## config.mk

```make
export PLATFORM = sky130hd
export DESIGN_NAME = uart_srec_loader
export DESIGN_NICKNAME = d
export VERILOG_FILES = /design/src/rtl/uart_srec_loader.sv
export SDC_FILE = /design/constraint.sdc
export NUM_CORES = 1
export LEC_CHECK = 0
export BUFFER_PORTS_ARGS = -buffer_cell sky130_fd_sc_hd__buf_4
export CAP_MARGIN = 20
export CORE_MARGIN = 3
export CORE_UTILIZATION = 50
export DETAILED_ROUTE_END_ITERATION = 8
export GPL_TIMING_DRIVEN = 0
export PLACE_DENSITY = 0.73
export RECOVER_POWER = 50
export SYNTH_ARGS = -nofsm -noshare
export SYNTH_HDL_FRONTEND = slang
export SYNTH_SLANG_ARGS = --single-unit
```

## constraint.sdc

```tcl
create_clock -name clock -period 2.6 [get_ports clock]
set_input_delay 0.26 -clock clock [delete_from_list [all_inputs] [get_ports clock]]
set_output_delay 0.26 -clock clock [all_outputs]
set_load 0.02 [all_outputs]
```

## src/rtl/uart_srec_loader.sv

```systemverilog
// uart_srec_loader: parses ASCII Motorola S3/S7 records arriving one character
// per byte_ready strobe and turns S3 payload into aligned 32-bit memory writes.
// S7 records report the start address and end the load. Other record types
// are skipped silently; malformed S3/S7 records raise a sticky error.
module uart_srec_loader (
  input  logic        clock,
  input  logic        reset_n,
  input  logic [7:0]  byte_data,
  input  logic        byte_ready,
  output logic [31:0] write_address,
  output logic [31:0] write_data,
  output logic        write_enable,
  output logic        loading,
  output logic        done,
  output logic [31:0] start_address,
  output logic        error
);

  typedef enum logic [2:0] {
    S_IDLE, S_TYPE, S_COUNT, S_ADDR, S_DATA, S_CSUM, S_SKIP
  } state_t;

  state_t      state_q, state_d;
  logic        is_s7_q, is_s7_d;          // record type latched in TYPE
  logic [7:0]  count_q, count_d;          // record byte count N
  logic [2:0]  nib_cnt_q, nib_cnt_d;      // hex characters seen in current field/word
  logic [31:0] field_q, field_d;          // nibble shift register shared by all fields
  logic [31:0] addr_q, addr_d;            // running write address
  logic [7:0]  bytes_left_q, bytes_left_d;
  logic [7:0]  sum_q, sum_d;              // running 8-bit checksum
  logic [31:0] write_address_q, write_address_d;
  logic [31:0] write_data_q, write_data_d;
  logic        write_enable_q, write_enable_d;
  logic        loading_q, loading_d;
  logic        done_q, done_d;
  logic [31:0] start_address_q, start_address_d;
  logic        error_q, error_d;

  logic        hex_ok;
  logic [3:0]  hex_val;
  logic [7:0]  hex_tmp;
  logic [7:0]  hex_byte;     // completed byte when this char is the low nibble
  logic [31:0] field_shift;  // field after shifting in this char
  logic [7:0]  data_rem;     // N - 5 = number of payload bytes

  // Decode the incoming character as a hex digit.
  always_comb begin
    hex_ok  = 1'b0;
    hex_tmp = 8'h00;
    if (byte_data >= 8'h30 && byte_data <= 8'h39) begin
      hex_ok  = 1'b1;
      hex_tmp = byte_data - 8'h30;
    end else if (byte_data >= 8'h41 && byte_data <= 8'h46) begin
      hex_ok  = 1'b1;
      hex_tmp = byte_data - 8'h37;
    end else if (byte_data >= 8'h61 && byte_data <= 8'h66) begin
      hex_ok  = 1'b1;
      hex_tmp = byte_data - 8'h57;
    end
    hex_val     = hex_tmp[3:0];
    hex_byte    = {field_q[3:0], hex_val};
    field_shift = {field_q[27:0], hex_val};
    data_rem    = count_q - 8'd5;
  end

  // Next-state and output computation; everything holds unless a character arrives.
  always_comb begin
    state_d         = state_q;
    is_s7_d         = is_s7_q;
    count_d         = count_q;
    nib_cnt_d       = nib_cnt_q;
    field_d         = field_q;
    addr_d          = addr_q;
    bytes_left_d    = bytes_left_q;
    sum_d           = sum_q;
    write_address_d = write_address_q;
    write_data_d    = write_data_q;
    write_enable_d  = 1'b0;
    loading_d       = loading_q;
    done_d          = 1'b0;
    start_address_d = start_address_q;
    error_d         = error_q;

    if (byte_ready) begin
      case (state_q)
        S_IDLE: begin
          if (byte_data == 8'h53)                             state_d = S_TYPE;
          else if (byte_data != 8'h0D && byte_data != 8'h0A)  state_d = S_SKIP;
        end
        S_TYPE: begin
          nib_cnt_d = 3'd0;
          if (byte_data == 8'h33) begin
            is_s7_d = 1'b0;
            state_d = S_COUNT;
          end else if (byte_data == 8'h37) begin
            is_s7_d = 1'b1;
            state_d = S_COUNT;
          end else begin
            state_d = S_SKIP;
          end
        end
        S_COUNT, S_ADDR, S_DATA, S_CSUM: begin
          if (!hex_ok) begin
            error_d = 1'b1;
            state_d = S_SKIP;
          end else begin
            field_d   = field_shift;
            nib_cnt_d = nib_cnt_q + 3'd1;
            case (state_q)
              S_COUNT: begin
                if (nib_cnt_q == 3'd1) begin
                  count_d   = hex_byte;
                  sum_d     = hex_byte;
                  nib_cnt_d = 3'd0;
                  if ((is_s7_q && hex_byte != 8'd5) || (!is_s7_q && hex_byte < 8'd5)) begin
                    error_d = 1'b1;
                    state_d = S_SKIP;
                  end else begin
                    state_d = S_ADDR;
                  end
                end
              end
              S_ADDR: begin
                if (nib_cnt_q[0]) sum_d = sum_q + hex_byte;
                if (nib_cnt_q == 3'd7) begin
                  addr_d       = field_shift;
                  bytes_left_d = data_rem;
                  nib_cnt_d    = 3'd0;
                  if (!is_s7_q && field_shift[1:0] != 2'b00) begin
                    error_d = 1'b1;
                    state_d = S_SKIP;
                  end else if (count_q == 8'd5) begin
                    state_d = S_CSUM;
                  end else begin
                    state_d = S_DATA;
                  end
                end
              end
              S_DATA: begin
                // A completed word is written as soon as its 8th digit lands.
                if (nib_cnt_q == 3'd7) begin
                  write_enable_d  = 1'b1;
                  write_address_d = addr_q;
                  write_data_d    = field_shift;
                  addr_d          = addr_q + 32'd4;
                  loading_d       = 1'b1;
                end
                if (nib_cnt_q[0]) begin
                  sum_d        = sum_q + hex_byte;
                  bytes_left_d = bytes_left_q - 8'd1;
                  if (bytes_left_q == 8'd1) begin
                    nib_cnt_d = 3'd0;
                    state_d   = S_CSUM;
                  end
                end
              end
              default: begin  // S_CSUM
                if (nib_cnt_q == 3'd1) begin
                  // A trailing partial word is dropped and flagged.
                  if (hex_byte != ~sum_q || data_rem[1:0] != 2'b00) error_d = 1'b1;
                  if (is_s7_q) begin
                    start_address_d = addr_q;
                    done_d          = 1'b1;
                    loading_d       = 1'b0;
                  end
                  state_d = S_SKIP;
                end
              end
            endcase
          end
        end
        default: begin  // S_SKIP
          if (byte_data == 8'h0A) state_d = S_IDLE;
        end
      endcase
    end
  end

  // Register all parser state and outputs.
  always_ff @(posedge clock or negedge reset_n) begin
    if (!reset_n) begin
      state_q         <= S_IDLE;
      is_s7_q         <= 1'b0;
      count_q         <= 8'h00;
      nib_cnt_q       <= 3'd0;
      field_q         <= 32'h0;
      addr_q          <= 32'h0;
      bytes_left_q    <= 8'h00;
      sum_q           <= 8'h00;
      write_address_q <= 32'h0;
      write_data_q    <= 32'h0;
      write_enable_q  <= 1'b0;
      loading_q       <= 1'b0;
      done_q          <= 1'b0;
      start_address_q <= 32'h0;
      error_q         <= 1'b0;
    end else begin
      state_q         <= state_d;
      is_s7_q         <= is_s7_d;
      count_q         <= count_d;
      nib_cnt_q       <= nib_cnt_d;
      field_q         <= field_d;
      addr_q          <= addr_d;
      bytes_left_q    <= bytes_left_d;
      sum_q           <= sum_d;
      write_address_q <= write_address_d;
      write_data_q    <= write_data_d;
      write_enable_q  <= write_enable_d;
      loading_q       <= loading_d;
      done_q          <= done_d;
      start_address_q <= start_address_d;
      error_q         <= error_d;
    end
  end

  assign write_address = write_address_q;
  assign write_data    = write_data_q;
  assign write_enable  = write_enable_q;
  assign loading       = loading_q;
  assign done          = done_q;
  assign start_address = start_address_q;
  assign error         = error_q;

endmodule

```

==> results of run 1 <==
[cell families after synthesis]
| logic type | count (synthesis) | synth area share [%] |
|---|---|---|
| buffers and inverters | 69 | 3.49 |
| multiplexers | 99 | 12.0 |
| AND/OR/NAND/NOR | 278 | 13.8 |
| flip-flops | 191 | 51.5 |
| AO/OA/AOI/OAI | 220 | 14.5 |
| XOR/XNOR | 14 | 1.32 |
| adder cells (fa/ha/maj) | 24 | 3.32 |
[final timing paths]
| path | from | end | slack, ns |
|---|---|---|---|
| min in group asynchronous | reset_n | write_address[0]$_DFFE_PN0P_ | 0.83 |
| min | byte_ready | error$_DFFE_PN0P_ | 0.11 |
| max reg2reg | nib_cnt_q[0]$_DFFE_PN0P_ | state_q[2]$_DFFE_PN0P_ | 0.13 |
| max in group asynchronous | reset_n | bytes_left_q[1]$_DFFE_PN0P_ | 0.29 |
| min reg2reg | write_address[23]$_DFFE_PN0P_ | write_address[23]$_DFFE_PN0P_ | 0.48 |
| max | byte_data[4] | sum_q[7]$_DFFE_PN0P_ | -0.006 |
[state kept, by name, indices dropped and copies added, names as in the netlist]
| signal | flops |
|---|---|
| addr_q | 32 |
| start_address | 32 |
| write_address | 32 |
| write_data | 32 |
| field_q | 28 |
| bytes_left_q | 8 |
| count_q | 8 |
| sum_q | 8 |
| nib_cnt_q | 3 |
| state_q | 3 |
| done | 1 |
| error | 1 |
| is_s7_q | 1 |
| loading | 1 |
| write_enable | 1 |
[cells in the final DEF, fill, tap and decap left out, types with 7 or more instances in the layout]
cell	instances
buf_6	10
clkbuf_1	113
mux2_2	37
o22ai_1	16
nor2_1	50
nand4_1	10
o31ai_1	10
a21o_1	7
nor3_1	12
ha_1	16
dfrtp_1	190
nand2_1	137
mux2_1	60
and3_1	10
clkbuf_16	17
o21ai_0	52
xor2_1	9
buf_4	27
clkbuf_2	7
nor4_1	8
nand3_1	15
a21oi_1	76
inv_1	19
[final cells by class]
class,instances,share of cell area [%]
flip-flops and latches,191,43.3
multi-input cells,635,39.8
repair buffers,129,5.58
clock buffers,18,3.98
well taps,229,2.59
plain buffers,43,2.47
clock inverters,14,1.62
inverters,21,0.714
[stage by stage]
stage / utilization, % / hold WS [ns] / cells
4_1_cts: 62.5 / 0.103 / 1271
3_3_place_gp: 58.4 / 0.469 / 1234
5_1_grt: 61.1 / 0.118 / 1280
6_report: 61.1 / 0.113 / 1280
2_1_floorplan: - / -0.0356 / 895
3_5_place_dp: 58.6 / 0.262 / 1235
[worst reg2reg max path, stage by stage (launching register included)]
cell	delay, ns
dfrtp_1	0.51
ha_1	0.21
ha_1	0.27
nand2_1	0.27
a21o_1	0.25
a211o_1	0.39
or3_1	0.33
o211ai_1	0.15
[power groups by stage]
stage | registers (uW) | clock network [uW] | logic, uW
after floorplan | 3550 | 0 | 1610
after global placement | 3590 | 0 | 2290
after detailed placement | 3600 | 0 | 2340
after CTS | 3570 | 2760 | 2380
after global routing | 3620 | 2880 | 2660
final | 3580 | 2730 | 2420
[metal layers]
layer  share of wire, %  global-route usage [%]
met5                  0                       0
met4                1.9                    6.82
met3                6.1                    4.10
met2                 46                    37.3
met1                 46                    36.1
[what timing repair did]
item / CTS / global route
setup endpoints to repair: 189 / 81
hold buffers: 1 / 0
cloned: 0 / 0
pin swaps: 5 / 13
resized for setup: 22 / 31
setup buffers: 6 / 11
endpoints found under the hold margin: 69 / 0
==> flow_summary.json, run 1 <==
{
  "die_width_um": 142,
  "die_h_um": 142,
  "synth_top_cell_area_share_pct": 51.5,
  "yosys.cell_types.count": 66,
  "drv_cap": 1,
  "seq_power_share_pct": 41.0,
  "path_delay_family": "simple AND/OR/NAND/NOR gates",
  "tns_ns": -0.00576,
  "max_slew_margin_pct": -17.1,
  "cts_tree": "done",
  "fin_skew_ns": 0.00748,
  "critPathCaptureType": "register",
  "drtIter0Drc": 863,
  "clock_latency_ns": 0.44,
  "coreArea_sq_um": 18100,
  "yosys_most_used_dff": "dfrtp_1",
  "power_frac_clock_pct": 31.3,
  "cts.sinks": 191,
  "worst_hold_path_type": "input port to register",
  "finalSetupViolCount": 1,
  "wl_per_cell_um": 19.2,
  "min_path_cells": 2,
  "hpwlAfterDp_mm": 16.7,
  "p_comb_share_pct": 27.7,
  "ios": 111,
  "grt_use_total_pct": 24.4,
  "placed_area_sq_um": 10600,
  "place.gp.congestion": 0.896,
  "die_area_sq_um": 20200,
  "hold_viol_final": 0,
  "synth_warnings": 0,
  "p_per_area_nw_per_um2": 790,
  "clkTransAtPathRegs_ns": 0.07,
  "synth_area_leaders": "dfrtp_1 (52%), mux2_1 (7.3%), nand2_1 (5.6%)",
  "diodes": 0,
  "required_ns": 2.88,
  "cpPeakStageDelay_ns": 0.59,
  "fin_crit_ns": 2.61,
  "async_flop_share_pct": 100,
  "multi_input_area_sq_um": 4390,
  "synthToLayoutAreaGrowth_pct": 19.1,
  "post-route-period-util_pct": 100,
  "outcome": "complete, but fails checks",
  "row_count": 49,
  "vdd_ir_drop_max_uv": 551,
  "stdcell_area_sq_um": 11000,
  "syn_nets": 930,
  "ys_seq_area_share_pct": 51.5,
  "final_layout_size_suffix_gt1_share_pct": 15.7,
  "ant_nets": 0,
  "internal_power_uw": 5570,
  "syn_area_sq_um": 9280,
  "grt_antenna_before_repair": 0,
  "yosys-top-cells-count": "dfrtp_1 (191), nand2_1 (139), a21oi_1 (78), mux2_1 (60), o21ai_0 (56)",
  "ys_seq_elements": 191,
  "layout_setup_ws_ns": -0.00576,
  "nNetsFinal": 1073,
  "wirelength_mm": 24.6,
  "crit_type": "input port to register",
  "htreeDepth": 4,
  "total_power_uw": 8730,
  "tightest_slew_ns": 1.76,
  "synth_area_leader_cell": "dfrtp_1",
  "cp_cell_sequence": "buf_8 > or4b_4 > or3_4 > nand2_4 > ha_4 > and3_4 > a221oi_4 > o21ai_2 > a2111oi_2 > a21o_1 > a311oi_2",
  "violations": "max-capacitance violations, max-slew violations, negative setup slack",
  "switching_power_uw": 3160,
  "timing.fmax_mhz": 384,
  "place_ws_ns": -0.871,
  "cts_inserted_buffers": 17,
  "grt_pass1_wl_mm": 39.3,
  "slowest_stage": "or4b_4",
  "path_depth": 11,
  "regArea_sq_um": 4780,
  "setup.worst_path.start_class": "input port",
  "cts_buffer_depth": 2,
  "syn_avg_cell_area_sq_um": 10.4,
  "arrival_ns": 2.89,
  "slew_viol_final": 70,
  "rsz0062_at_grt": "yes",
  "grt_pass1_vias": 7215,
  "root_buffer": "clkbuf_16",
  "grt_start_max_net_pins": 123,
  "syn_inst": 895,
  "io_buffer_count": 110,
  "path_max_fanout": 6,
  "swShare_pct": 36.2,
  "nFillCells": 1551,
  "vias_per_cell": 5.95,
  "crit_buf_inv": 1,
  "start_util_pct": 51.3,
  "drc_errors": 0,
  "gr-total-overflow": 0,
  "vias": 7621,
  "firstDrtPassIters": 5,
  "ff2ff_path_depth": 7,
  "synth_edf_count": 0,
  "synth_most_common_cell": "dfrtp_1",
  "power_leakage_uw": 0.00527
}
Power figures use the tool's default switching activity.
==> inputs of run 2 (changes only) <==
CORE_MARGIN = unset   (was 3)
PLACE_DENSITY = 0.7   (was 0.73)
clock period = 3.2 ns   (was 2.6 ns; I/O delays follow)
==> run 2 against run 1 <==
  * The flow finishes with violations (design-rule violations, max-capacitance violations, max-slew violations)
  * Combinational power decreased by 23%
  * First-iteration DRC count is 18% lower
  * Total power shrank 20%
  * Setup slack better by 0.15 ns
  * Non-clock buffer count down 8
  * Sequential share of layout area rose by 1.1 points
  * Utilization shrank 1.6 points
  * Critical path type unchanged
  * Critical endpoint unchanged
  * Largest power group unchanged
==> flow_summary.json, run 2 (synthesis gave the netlist of run 1 again) <==
{
  "outcome": "complete, but fails checks",
  "violations": "design-rule violations, max-capacitance violations, max-slew violations",
  "cts_inserted_buffers": 17,
  "path_max_fanout": 7,
  "die_h_um": 138,
  "total_power_uw": 6950,
  "grt_most_used_layer": "met2",
  "clock_latency_ns": 0.43,
  "vdd_ir_drop_max_uv": 475,
  "p_per_area_nw_per_um2": 645,
  "grt_antenna_before_repair": 0,
  "use_met1_pct": 37.0,
  "critPathCaptureType": "register",
  "grt_pass1_vias": 7123,
  "stdcell_count": 1272,
  "crit_type": "input port to register",
  "worst_hold_path_type": "input port to register",
  "ff2ff_path_depth": 9,
  "drtIter0Drc": 709,
  "io_buffer_count": 110,
  "multi_input_area_sq_um": 4240,
  "nFillCells": 1607,
  "ant_nets": 0,
  "grtUsageMet3_pct": 4.47,
  "timing.fmax_mhz": 327,
  "nNetsFinal": 1065,
  "vias_per_cell": 5.87,
  "power_leakage_uw": 0.00520,
  "cp_cell_sequence": "buf_4 > or4b_4 > or3_1 > buf_2 > nand2_1 > ha_1 > and3_1 > a221oi_2 > o21ai_2 > a2111oi_2 > a21o_1 > a311oi_1",
  "diodes": 0,
  "wirelength_mm": 23.5,
  "final_layout_size_suffix_gt1_share_pct": 11.8,
  "vias": 7461,
  "coreArea_sq_um": 18100,
  "met2_usage_pct": 39.7,
  "htreeDepth": 4,
  "arrival_ns": 3.33,
  "slew_viol_final": 121,
  "die_area_sq_um": 19100,
  "crit_end": "sum_q[7]$_DFFE_PN0P_",
  "crit_start": "byte_data[3]",
  "final_common_cell": "dfrtp_1",
  "tns_ns": 0,
  "grt_pass1_wl_mm": 38.8,
  "clkTransAtPathRegs_ns": 0.07,
  "regArea_sq_um": 4780,
  "max_slew_margin_pct": -7.82,
  "start_util_pct": 51.3,
  "grt_start_max_net_pins": 121,
  "setup.worst_path.start_class": "input port",
  "ios": 111,
  "dp.cells": 1236,
  "fin_skew_ns": 0.00867,
  "r2r_setup_slack_ns": 0.20,
  "wl_per_cell_um": 18.5,
  "post-route-period-util_pct": 95.5,
  "drv_cap": 1,
  "cts_buffer_depth": 2,
  "row_count": 49,
  "firstDrtPassIters": 7,
  "die_width_um": 138,
  "required_ns": 3.48,
  "slowest_stage": "or4b_4",
  "rsz0062_at_grt": "no",
  "hpwlAfterDp_mm": 16.3,
  "timing.rr.start": "state_q[2]$_DFFE_PN0P_",
  "hold_viol_final": 0,
  "tightest_slew_ns": 1.62,
  "drc_errors": 18,
  "hold_ws_ns": 0.174,
  "finalSetupViolCount": 0,
  "fin_crit_ns": 3.06,
  "cts_tree": "done",
  "final_cell_mix": "dfrtp_1 (191), nand2_1 (139), clkbuf_1 (124)",
  "place.gp.congestion": 0.885,
  "grt_use_total_pct": 25.7,
  "synthToLayoutAreaGrowth_pct": 16.0,
  "cts.sinks": 191,
  "root_buffer": "clkbuf_16",
  "cpPeakStageDelay_ns": 0.57,
  "gr-total-overflow": 0,
  "r2r-end": "addr_q[8]$_DFFE_PN0P_"
}
-- run 2: cell count changes in the layout (fill, tap and decap cells not counted), sizes merged --
cell / change
clkinvlp: -1
inv: -1
buf: -11
clkbuf: +6
clkdlybuf4s25: +1
clkinv: -2
-- run 2: routing by layer --
layer	part of all wire (%)	vias to the layer above
met3	6.4	27
met5	0	-
met4	1.6	0
met2	45	286
li1	-	3481
met1	47	3667
-- run 2: where the power goes --
group	switching [uW]	total, uW	internal (uW)
clock network	945	2170	1230
registers	276	2900	2630
logic	1230	1870	642
-- run 2: timing repair --
action,4_1_cts,5_1_grt
setup buffers,4,0
resized for setup,10,9
endpoints found under the hold margin,84,0
pin swaps,3,0
hold buffers,1,0
endpoints found under the setup margin,63,39
-- run 2: worst max-delay path, delay by kind of cell --
kind	cells	cell delay, ns
buf+inv	2	0.33
compound gates	5	1.08
fa+ha+maj	1	0.29
simple gates	4	1.31
-- run 2: final cells by class --
cell class / count / area share, %
buffer: 47 / 2.33
clock buffer: 22 / 4.41
clock inverter: 10 / 1.16
inverter: 21 / 0.732
multi-input combinational: 635 / 39.4
sequential: 191 / 44.4
tap: 229 / 2.66
timing repair buffer: 117 / 4.87
-- run 2: how the worst min path moves through the flow --
stage	from	to	slack [ns]	depth (start not counted)
after floorplan	reset_n	addr_q[0]$_DFFE_PN0P_	0.02	0
after global placement	write_address[24]$_DFFE_PN0P_	write_address[24]$_DFFE_PN0P_	0.47	1
after detailed placement	reset_n	write_address[0]$_DFFE_PN0P_	0.43	2
after CTS	byte_ready	error$_DFFE_PN0P_	0.16	2
after global routing	byte_ready	error$_DFFE_PN0P_	0.19	2
final	byte_ready	error$_DFFE_PN0P_	0.17	2
-- run 2: through the flow --
stage	util [%]	cell area, sq um	setup slack [ns]
finish	59.5	10800	0.144
global route	59.5	10800	0.0256
CTS	61.7	11200	0.0160
detailed placement	57.9	10500	-0.780
global placement	57.5	10400	-0.769
floorplan	-	9290	0.0334
==> inputs of run 3 (changes only) <==
CORE_UTILIZATION = 40   (was 50)
PLACE_DENSITY = unset   (was 0.7)
==> run 3 against run 2 <==
  * The flow finishes with violations (max-capacitance violations, max-slew violations)
  * Register-to-register slack got worse by 0.03 ns
  * Fmax decreased by 0.80%
  * Worst hold slack got worse by 0.00074 ns
  * Clock skew barely moved
  * Setup slack worse by 0.025 ns
  * Global-route usage fell by 4.7 points
  * First-iteration DRC count decreased by 7.8%
  * Sequential share of layout area decreased by 0.12 points
  * Die area increased by 25%
  * Critical path type unchanged
  * Critical endpoint unchanged
  * Largest cell class unchanged
==> flow_summary.json, run 3 (synthesis gave the netlist of run 1 again) <==
{
  "outcome": "complete, but fails checks",
  "violations": "max-capacitance violations, max-slew violations",
  "coreArea_sq_um": 22700,
  "r2r_setup_slack_ns": 0.17,
  "diodes": 0,
  "grt_start_max_net_pins": 102,
  "root_buffer": "clkbuf_16",
  "crit_type": "input port to register",
  "hold_viol_final": 0,
  "synthToLayoutAreaGrowth_pct": 16.3,
  "vdd_ir_drop_max_uv": 502,
  "critPathCaptureType": "register",
  "p_per_area_nw_per_um2": 631,
  "htreeDepth": 4,
  "fin_skew_ns": 0.00823,
  "vias_per_cell": 5.53,
  "cts_tree": "done",
  "grt_pass1_wl_mm": 39.0,
  "path_max_fanout": 7,
  "clkTransAtPathRegs_ns": 0.07,
  "hpwlAfterDp_mm": 16.8,
  "firstDrtPassIters": 5,
  "timing.fmax_mhz": 325,
  "wirelength_mm": 24.1,
  "slew_viol_final": 91,
  "io_buffer_count": 110,
  "power_leakage_uw": 0.00517,
  "final_layout_size_suffix_gt1_share_pct": 11.8,
  "grt_pass1_vias": 6998,
  "vias": 7332,
  "max_slew_margin_pct": -57.9,
  "grt_antenna_before_repair": 0,
  "met1_length_mm": 11.8,
  "required_ns": 3.47,
  "min-delay-start": "byte_ready",
  "fin_crit_ns": 3.08,
  "tightest_slew_ns": 2.37,
  "drv_cap": 1,
  "wl_met3_mm": 1.21,
  "final_common_cell": "dfrtp_1",
  "ff2ff_path_depth": 9,
  "ant_nets": 0,
  "final_cell_mix": "dfrtp_1 (191), nand2_1 (139), clkbuf_1 (124)",
  "ios": 111,
  "min_to": "error$_DFFE_PN0P_",
  "arrival_ns": 3.36,
  "place_ws_ns": -0.817,
  "stdcell_area_sq_um": 10800,
  "die_width_um": 154,
  "gr-total-overflow": 0,
  "placed_area_sq_um": 10500,
  "hold_ws_ns": 0.173,
  "setup.worst_path.start_class": "input port",
  "layout_setup_ws_ns": 0.119,
  "wl_per_cell_um": 18.2,
  "cts_buffer_depth": 2,
  "die_h_um": 154,
  "r2r-end": "addr_q[4]$_DFFE_PN0P_",
  "finalSetupViolCount": 0,
  "row_count": 55,
  "total_power_uw": 6810,
  "drc_errors": 0,
  "wl_met2_mm": 10.8,
  "die_area_sq_um": 23800,
  "worst_hold_path_type": "input port to register",
  "post-route-period-util_pct": 96.3,
  "nNetsFinal": 1064,
  "rsz0062_at_grt": "no",
  "drtIter0Drc": 654,
  "clock_latency_ns": 0.43,
  "place.gp.congestion": 0.819,
  "tns_ns": 0,
  "timing.rr.start": "state_q[2]$_DFFE_PN0P_",
  "grt_use_total_pct": 21.0,
  "highest_layer": "met4",
  "min_path_cells": 2,
  "cts.sinks": 191,
  "cts_inserted_buffers": 17,
  "start_util_pct": 40.9
}
run 3: worst max-delay path by stage:
stage	from	slack, ns	depth (start not counted)	endpoint
2_1_floorplan	byte_data[4]	0.03	11	sum_q[7]$_DFFE_PN0P_
3_3_place_gp	byte_data[0]	-0.85	14	sum_q[7]$_DFFE_PN0P_
3_5_place_dp	byte_data[1]	-0.82	14	sum_q[7]$_DFFE_PN0P_
4_1_cts	state_q[1]$_DFFE_PN0P_	0.002	10	write_address[6]$_DFFE_PN0P_
5_1_grt	state_q[1]$_DFFE_PN0P_	0.005	10	field_q[15]$_DFFE_PN0P_
6_report	byte_data[4]	0.12	12	sum_q[7]$_DFFE_PN0P_
run 3: area by class of cell:
type,count,area (sq um)
flip-flops and latches,191,4780
repair buffers,117,523
fillers,2175,11900
multi-input cells,635,4260
clock inverters,11,96.3
inverters,21,78.8
clock buffers,21,450
plain buffers,46,245
well taps,285,357
run 3: where the power goes:
group / internal (uW) / leakage (uW) / switching (uW)
registers: 2630 / 0.00261 / 274
logic: 643 / 0.00230 / 1250
clock network: 1040 / 0.000260 / 976
total: 4310 / 0.00517 / 2500
run 3: metal layers:
| layer | vias to the layer above | GRT usage [%] |
|---|---|---|
| met5 | - | 0 |
| met4 | 0 | 6.13 |
| met3 | 23 | 3.22 |
| met2 | 198 | 32.1 |
| met1 | 3631 | 31.0 |
| li1 | 3480 | - |
run 3: what timing repair did:
action,4_1_cts,5_1_grt
endpoints found under the hold margin,90,0
hold buffers,1,0
endpoints found under the setup margin,70,161
pin swaps,3,0
gates resized for setup,9,11
buffers inserted,5,0
run 3: worst max-delay path, stage by stage:
cell and delay (ns):
buf_4 0.13, or4b_4 0.59, or3_1 0.38, buf_2 0.18, nand2_1 0.13, ha_1 0.29
and3_1 0.25, a221oi_4 0.34, o21ai_2 0.15, a2111oi_2 0.36, a21o_1 0.13, a311oi_1 0.09
run 3: per-stage QoR:
stage / cells / util [%]
floorplan: 895 / -
global placement: 1290 / 46.1
detailed placement: 1291 / 46.3
CTS: 1329 / 49.0
global route: 1327 / 47.5
finish: 1327 / 47.5
